$ cat config.mk
export PLATFORM = sky130hd
export DESIGN_NAME = systolic_pe
export DESIGN_NICKNAME = d
export VERILOG_FILES = /design/src/rtl/systolic_pe.sv
export SDC_FILE = /design/constraint.sdc
export NUM_CORES = 1
export LEC_CHECK = 0
export ABC_AREA = 1
export BUFFER_PORTS_ARGS = -buffer_cell sky130_fd_sc_hd__buf_4
export CAP_MARGIN = 15
export CORE_ASPECT_RATIO = 0.6
export CORE_MARGIN = 1
export CORE_UTILIZATION = 59
export DETAILED_ROUTE_END_ITERATION = 16
export PLACE_DENSITY = 0.89
export SETUP_SLACK_MARGIN = 0.4
export SLEW_MARGIN = 20
export SYNTH_ARGS = -nofsm -noshare
export SYNTH_HDL_FRONTEND = slang
export SYNTH_SLANG_ARGS = --single-unit
$ cat constraint.sdc
create_clock -name clk -period 5.85 [get_ports clk]
set_input_delay 0.2925 -clock clk [delete_from_list [all_inputs] [get_ports clk]]
set_output_delay 0.2925 -clock clk [all_outputs]
set_load 0.02 [all_outputs]
$ cat src/rtl/systolic_pe.sv
// Weight-stationary systolic-array processing element: double-buffered weight,
// signed MAC on the partial-sum path with optional saturation and sticky overflow.
// ACC_W must be at least 2*DATA_W.
module systolic_pe #(
  parameter int DATA_W = 8,
  parameter int ACC_W  = 18
) (
  input  logic                     clk,
  input  logic                     rst,
  input  logic signed [DATA_W-1:0] w_in,
  input  logic                     w_load,
  input  logic                     w_swap,
  output logic signed [DATA_W-1:0] w_out,
  output logic                     w_swap_out,
  input  logic signed [DATA_W-1:0] a_in,
  input  logic                     a_valid,
  output logic signed [DATA_W-1:0] a_out,
  output logic                     a_valid_out,
  input  logic signed [ACC_W-1:0]  ps_in,
  output logic signed [ACC_W-1:0]  ps_out,
  input  logic                     sat_en,
  input  logic                     clr_ovf,
  output logic                     ovf
);

  localparam int PROD_W = 2 * DATA_W;
  localparam int SUM_W  = ACC_W + 1;

  localparam logic [ACC_W-1:0] ACC_MAX = {1'b0, {(ACC_W-1){1'b1}}};
  localparam logic [ACC_W-1:0] ACC_MIN = {1'b1, {(ACC_W-1){1'b0}}};

  logic signed [DATA_W-1:0] shadow;
  logic signed [DATA_W-1:0] active;

  logic signed [PROD_W-1:0] mul_a;
  logic signed [PROD_W-1:0] mul_b;
  logic signed [PROD_W-1:0] product;
  logic        [SUM_W-1:0]  sum;
  logic                     sum_ovf;
  logic        [ACC_W-1:0]  ps_next;

  // Operands are widened to the product width first so the multiply is
  // exactly PROD_W bits wide; the low PROD_W bits hold the full signed product.
  always_comb begin
    mul_a   = {{DATA_W{active[DATA_W-1]}}, active};
    mul_b   = {{DATA_W{a_in[DATA_W-1]}}, a_in};
    product = mul_a * mul_b;
    sum     = {{(SUM_W-PROD_W){product[PROD_W-1]}}, product}
            + {ps_in[ACC_W-1], ps_in};
    // The extra sum bit disagreeing with the ACC_W sign bit means the
    // result does not fit the partial-sum range.
    sum_ovf = a_valid & (sum[ACC_W] ^ sum[ACC_W-1]);
    ps_next = a_valid ? sum[ACC_W-1:0] : ps_in;
    if (sum_ovf && sat_en) begin
      ps_next = sum[ACC_W] ? ACC_MIN : ACC_MAX;
    end
  end

  // NOTE: state uses non-blocking assignments so every register samples
  // pre-edge values; this is what makes a load+swap move the old shadow.
  always_ff @(posedge clk) begin
    if (rst) begin
      shadow      <= '0;
      active      <= '0;
      w_swap_out  <= 1'b0;
      a_out       <= '0;
      a_valid_out <= 1'b0;
      ps_out      <= '0;
      ovf         <= 1'b0;
    end else begin
      if (w_load) shadow <= w_in;
      if (w_swap) active <= shadow;
      w_swap_out  <= w_swap;
      a_out       <= a_in;
      a_valid_out <= a_valid;
      ps_out      <= ps_next;
      // Set has priority over clear so an overflow is never lost.
      if (sum_ovf)      ovf <= 1'b1;
      else if (clr_ovf) ovf <= 1'b0;
    end
  end

  assign w_out = shadow;

endmodule
==> flow_summary_export.csv, run 1 <==
group,metric,value,unit
timing,skew,0.00632,ns
pwr,p_leak,3.65,nW
setup_path,path_max_fanout,17,
placement,io_buffers,77,
setup_path,regToRegSetupSlack,0.57,ns
timing,period_share,90.3,%
floorplan,die_w,126,microns
timing,period_minus_slack,5.28,ns
route,route.detailed.drc,0,
setup_path,r2r_end,"ps_out[2]",
layout,utilization,72.6,%
min_path,whs_endpoint,"w_out[2]",
logic_synthesis,syn_nets,878,
layout,mostFrequentLayoutCells,"nand2_1, inv_1, buf_4",
route,drt-met1-wl,5610,microns
clock_tree,ctsHtreeMaxLevel,2,
grt,grt_overflow,0,
min_path,min_from,"w_in[2]",
placement,placed_cells,873,
route,vias_per_cell,5.35,
grt,grt_pass1_vias,4802,
layout,nFillCells,648,
floorplan,core_area,0.00872,sq mm
timing,hold_slack,0.225,ns
run,cap_violations,0,
timing,max_freq,189,MHz
setup_path,cp.required,6.01,ns
placement,gp_congestion,0.926,
floorplan,io_pins,78,
logic_synthesis,avgSynthCellArea,7.69,sq um
floorplan,dieArea,0.00964,sq mm
floorplan,row_count,26,
route,met3_wirelength,1290,microns
clock_tree,hold_buffers,0,
setup_path,startpoint_type,"register",
pwr,peakVddDrop,0.000273,V
setup_path,reg2reg_from,"active[7]",
timing,setup_slack,0.570,ns
logic_synthesis,synth_cell_types,28,
setup_path,cp.arrival,5.44,ns
min_path,hold_path_class,"in2reg",
route,maxUsedRoutingLayer,"met4",
route,num_vias,4782,
timing,fin_setup_tns,0,ns
timing,tightest_slew,0.760,ns
floorplan,fp.dieH,76.4,microns
clock_tree,cts_root_buf,"clkbuf_16",
placement,dpl_worst_slack,0.370,ns
layout,final-seq-area,901,sq um
layout,final_area,0.00633,sq mm
run_status,status,"completed",
setup_path,cp_slowest_cell,"fa_1",
layout,multi_input_area,0.00381,sq mm
clock_tree,cts_tree,"yes",
setup_path,path_common_cell,"fa_1",
layout,finalNetCount,949,
clock_tree,cts_num_sinks,45,
setup_path,crit_chain,"nand2_1 > clkinvlp_4 > buf_4 > fa_1 > inv_1 > fa_1 > inv_1 > fa_1 > fa_1 > ha_1 > ha_1 > a21oi_1 > a21oi_1 > nor2_2 > nand2_2 > nand2_1 > nand2_2 > nand2_2 > nand4_4 > buf_12 > nand2_1 > a21oi_1",
timing,slew_headroom,49.3,%
clock_tree,clkTransAtPathRegs,0.07,ns
route,routed_wl,14200,microns
timing,finalSetupViolCount,0,
timing,drv_slew,0,
logic_synthesis,synthCells,709,
logic_synthesis,ys_seq_elements,45,
setup_path,max_stage_delay,0.56,ns
clock_tree,numCtsBuffers,5,
grt,grt_max_degree,30,
grt,antenna_found_initial,0,
setup_path,endpoint_kind,"register",
placement,place_area,0.00604,sq mm
timing,rsz0062_at_grt,"no",
setup_path,criticalPathCategory,"reg2reg",
route,dr.pass1.iters,5,
pwr,totalPowerFinal,2.69,mW
floorplan,start_util,62.5,%
layout,instances_no_fill,893,
grt,grt_usage,29.9,%
min_path,whs_path_depth,3,
layout,area_delta_synth_final,16.2,%
route,route.met2.wl,6840,microns
logic_synthesis,synth_area,0.00545,sq mm
route,drt_iter0_drc,472,
clock_tree,clkLatencyLatePin,0.29,ns
route,wl_per_cell,15.9,microns
placement,dp_hpwl,11100,microns
setup_path,reg2reg_depth,22,
route,ant_nets,0,
logic_synthesis,yosysSeqAreaShare,16.5,%
layout,drive_above_1_share,17.9,%
logic_synthesis,yosysWarnings,0,
timing,finalHoldViolCount,0,
pwr,power.density,425,mW/mm^2
layout,mostFrequentLayoutCell,"nand2_1",
grt,grt_pass1_wl,22600,microns
clock_tree,clock_path_buffers,2,
layout,diodes,0,
==> layout make-up <==
type	instances	area share, %
timing repair buffer	90	10.9
clock inverter	2	0.593
inverter	163	9.78
clock buffer	6	2.19
sequential	45	14.2
multi-input combinational	475	60.1
tap	112	2.21
==> where the power goes <==
| part | total (mW) | internal [mW] | switching, mW |
|---|---|---|---|
| clock | 0.341 | 0.213 | 0.128 |
| sequential | 0.397 | 0.368 | 0.0289 |
| combinational | 1.95 | 0.737 | 1.21 |
| total | 2.69 | 1.32 | 1.37 |
==> worst max-delay path, delay by kind of cell, from the launching register on <==
| family | cells | cell delay, ns |
|---|---|---|
| adder cells (fa/ha/maj) | 6 | 2.62 |
| flip-flops | 1 | 0.40 |
| AND/OR/NAND/NOR | 8 | 0.84 |
| AO/OA/AOI/OAI | 3 | 0.56 |
| buffers and inverters | 5 | 0.71 |
==> layer usage <==
| layer | global-route usage, % | up-vias |
|---|---|---|
| met4 | 12.2 | 0 |
| met5 | 0 | - |
| li1 | - | 2227 |
| met3 | 4.71 | 50 |
| met1 | 40.0 | 2252 |
| met2 | 48.8 | 253 |
==> state kept, by name, summed over array words and instances (netlist names) <==
register and flops:
a_valid_out 1, ps_out 18, a_out 8, ovf 1, active 8, w_swap_out 1, w_out 8
==> worst max-delay path by stage <==
| stage | from | end | slack [ns] | depth (start not counted) |
|---|---|---|---|---|
| global placement | a_in[0] | ps_out[1] | 0.58 | 23 |
| detailed placement | a_in[0] | ps_out[2] | 0.37 | 23 |
| floorplan | a_in[0] | ps_out[8] | 0.85 | 24 |
| global route | active[7] | ps_out[2] | 0.34 | 25 |
| finish | active[7] | ps_out[2] | 0.57 | 22 |
| CTS | active[7] | ps_out[2] | 0.40 | 22 |
==> what timing repair did <==
action / CTS / global route
gates resized for setup: 0 / 4
setup endpoints to repair: 0 / 18
buffers inserted: 0 / 12
==> cell usage after synthesis, drive strengths merged <==
master,n,share of area (%)
fa,84,31
clkinv,2,0.14
buf,4,0.73
nor3,3,0.28
nand3,19,1.9
o21bai,2,0.28
clkbuf,22,1.7
dfxtp,45,17
xor2,1,0.16
xnor2,2,0.32
ha,44,10
nor2,66,4.6
nand4,5,1.1
or2,5,0.57
inv,161,11
a21oi,29,3.4
nand2,185,13
o21ai,30,2.8
==> cell families after synthesis <==
| group | count (synthesis) | share of synthesized area, % |
|---|---|---|
| buf+inv | 189 | 13.7 |
| xor+xnor | 3 | 0.482 |
| flops | 45 | 16.5 |
| fa+ha+maj | 128 | 41.0 |
| compound gates | 61 | 6.38 |
| simple gates | 283 | 22.0 |
Note: power is estimated with default switching activity, not from simulation.
==> inputs of run 2 (changes only) <==
--- a/config.mk
+++ b/config.mk
@@ -8,5 +8,5 @@
 export ABC_AREA = 1
 export BUFFER_PORTS_ARGS = -buffer_cell sky130_fd_sc_hd__buf_4
-export CAP_MARGIN = 15
+export CAP_MARGIN = 20
 export CORE_ASPECT_RATIO = 0.6
 export CORE_MARGIN = 1
@@ -14,5 +14,5 @@
 export DETAILED_ROUTE_END_ITERATION = 16
 export PLACE_DENSITY = 0.89
-export SETUP_SLACK_MARGIN = 0.4
+export SETUP_SLACK_MARGIN = 0.3
 export SLEW_MARGIN = 20
 export SYNTH_ARGS = -nofsm -noshare
==> constraint.sdc (replaced) <==
create_clock -name clk -period 5.85 [get_ports clk]
set_input_delay 1.17 -clock clk [delete_from_list [all_inputs] [get_ports clk]]
set_output_delay 1.17 -clock clk [all_outputs]
set_load 0.02 [all_outputs]
==> flow_summary_export.csv, run 2 (synthesis gave the netlist of run 1 again) <==
group,metric,value,unit
min_path,whs_path_depth,2,
timing,rsz0062_at_grt,"yes",
route,route.detailed.drc,0,
clock_tree,hold_buffers,0,
placement,dpl_worst_slack,-0.00569,ns
timing,max_freq,182,MHz
placement,io_buffers,77,
pwr,p_seq_share,11.7,%
timing,period_minus_slack,5.51,ns
layout,area_delta_synth_final,26.3,%
layout,mostFrequentLayoutCells,"nand2_1, inv_1, buf_4",
route,drt_iter0_drc,377,
grt,antenna_found_initial,0,
setup_path,reg2reg_from,"active[7]",
floorplan,core_area,0.00872,sq mm
pwr,peakVddDrop,0.000287,V
clock_tree,numCtsBuffers,5,
setup_path,r2r_end,"ps_out[5]",
clock_tree,cts_tree,"yes",
setup_path,cp.required,6.01,ns
clock_tree,clock_path_buffers,2,
floorplan,fp.dieH,76.4,microns
setup_path,startpoint_type,"primary input",
route,vias_per_cell,5.34,
setup_path,reg2reg_depth,22,
clock_tree,ctsHtreeMaxLevel,2,
placement,dp_hpwl,11000,microns
timing,drv_slew,0,
route,num_vias,4840,
min_path,hold_path_class,"reg2reg",
min_path,whs_endpoint,"ovf",
grt,grt_pass1_vias,5007,
route,dr.pass1.iters,5,
floorplan,start_util,62.5,%
setup_path,endpoint_kind,"register",
grt,grt_pass1_wl,23400,microns
setup_path,criticalPathCategory,"in2reg",
route,routed_wl,14200,microns
layout,largest_register_ffs,18,
pwr,pwr-share-comb,80.1,%
pwr,p_leak,3.80,nW
timing,finalHoldViolCount,0,
placement,place_area,0.00641,sq mm
pwr,intPower,1.71,mW
layout,top_register,"ps_out",
run,cap_violations,0,
grt,grt_overflow,0,
clock_tree,cts_num_sinks,45,
pwr,p_clk_share,8.2,%
setup_path,regToRegSetupSlack,0.69,ns
clock_tree,clkTransAtPathRegs,0.06,ns
layout,finalNetCount,964,
timing,setup_slack,0.343,ns
floorplan,row_count,26,
floorplan,dieArea,0.00964,sq mm
timing,skew,0.00737,ns
timing,finalSetupViolCount,0,
grt,grt_max_degree,30,
layout,mostFrequentLayoutCell,"nand2_1",
setup_path,cp.arrival,5.67,ns
layout,drive_above_1_share,24.9,%
timing,period_share,94.1,%
min_path,min_from,"ovf",
pwr,switching_power,1.68,mW
pwr,sw_frac_of_total,49.6,%
floorplan,die_w,126,microns
layout,nFillCells,569,
timing,slew_headroom,50.6,%
timing,tightest_slew,0.740,ns
grt,grt_usage,30.8,%
route,wl_per_cell,15.7,microns
route,ant_nets,0,
run_status,status,"completed",
layout,final_area,0.00688,sq mm
layout,diodes,0,
floorplan,io_pins,78,
pwr,power.density,492,mW/mm^2
setup_path,path_max_fanout,6,
clock_tree,clkLatencyLatePin,0.29,ns
clock_tree,cts_root_buf,"clkbuf_16",
placement,gp_congestion,0.974,
run 2: changes by cell type in the layout (fill, tap and decap cells not counted), sizes merged:
cell	change
buf	+13
inv	+1
clkinvlp	-1
bufinv	-1
clkbuf	+2
run 2: worst max-delay path by stage:
| stage | from | to | slack, ns | cells past startpoint |
|---|---|---|---|---|
| after floorplan | a_in[0] | ps_out[8] | 0.26 | 24 |
| after global placement | a_in[7] | ps_out[7] | 0.09 | 23 |
| after detailed placement | a_in[7] | ps_out[1] | -0.006 | 23 |
| after CTS | a_in[1] | ps_out[1] | 0.31 | 26 |
| after global routing | a_in[1] | ps_out[2] | 0.17 | 25 |
| final | a_in[0] | ps_out[5] | 0.34 | 23 |
run 2: routing by layer:
metal	wire, microns	track usage, %	vias to the layer above	share of wire (%)
met1	5880	40.6	2327	41
met4	282	6.87	0	2.0
met5	0	0	-	0
met3	1190	5.48	34	8.4
li1	-	-	2257	-
met2	6860	53.0	222	48
run 2: layout make-up:
type                       count  area, sq um  share of cell area, %
inverter                     163          627                   9.11
tap                          112          140                   2.04
sequential                    45          901                   13.1
clock inverter                 1         8.76                  0.127
multi-input combinational    475         4190                   60.8
timing repair buffer         105          890                   12.9
clock buffer                   6          129                   1.87
run 2: power groups by stage:
stage / clock (mW) / sequential, mW / combinational (mW)
after floorplan: 0 / 0.462 / 1.75
after global placement: 0 / 0.401 / 2.24
after detailed placement: 0 / 0.404 / 2.32
after CTS: 0.275 / 0.397 / 2.37
after global routing: 0.290 / 0.404 / 2.96
final: 0.276 / 0.398 / 2.71
run 2: through the flow:
| step | power, mW | instances | TNS, ns | util (%) | hold WS [ns] |
|---|---|---|---|---|---|
| 2_1_floorplan | 2.22 | 709 | 0 | - | 0.540 |
| 3_3_place_gp | 2.64 | 881 | 0 | 73.6 | 0.454 |
| 3_5_place_dp | 2.72 | 881 | -0.00762 | 73.6 | 0.492 |
| 4_1_cts | 3.04 | 889 | 0 | 75.5 | 0.501 |
| 5_1_grt | 3.66 | 907 | 0 | 78.9 | 0.504 |
| 6_report | 3.39 | 907 | 0 | 78.9 | 0.500 |
run 2: worst max-delay path: stages:
cell and delay (ns):
buf_12 0.11, nand2_4 0.06, clkinvlp_4 0.15, clkbuf_16 0.20
fa_1 0.54, inv_1 0.06, fa_1 0.49, inv_1 0.05
fa_1 0.45, fa_1 0.59, ha_4 0.23, ha_4 0.28
a21oi_4 0.22, a21oi_4 0.09, nor2_4 0.14, nand2_2 0.08
nand2_2 0.09, nand2_4 0.07, nand2_2 0.09, nand4_4 0.16
clkbuf_16 0.22, nand2_1 0.06, a21oi_1 0.06
run 2: timing repair:
action / 4_1_cts / 5_1_grt
gates cloned: 0 / 2
hold endpoints to repair: 0 / 0
buffers inserted: 1 / 16
pin swaps: 1 / 16
resized for setup: 1 / 34
setup endpoints to repair: 17 / 19
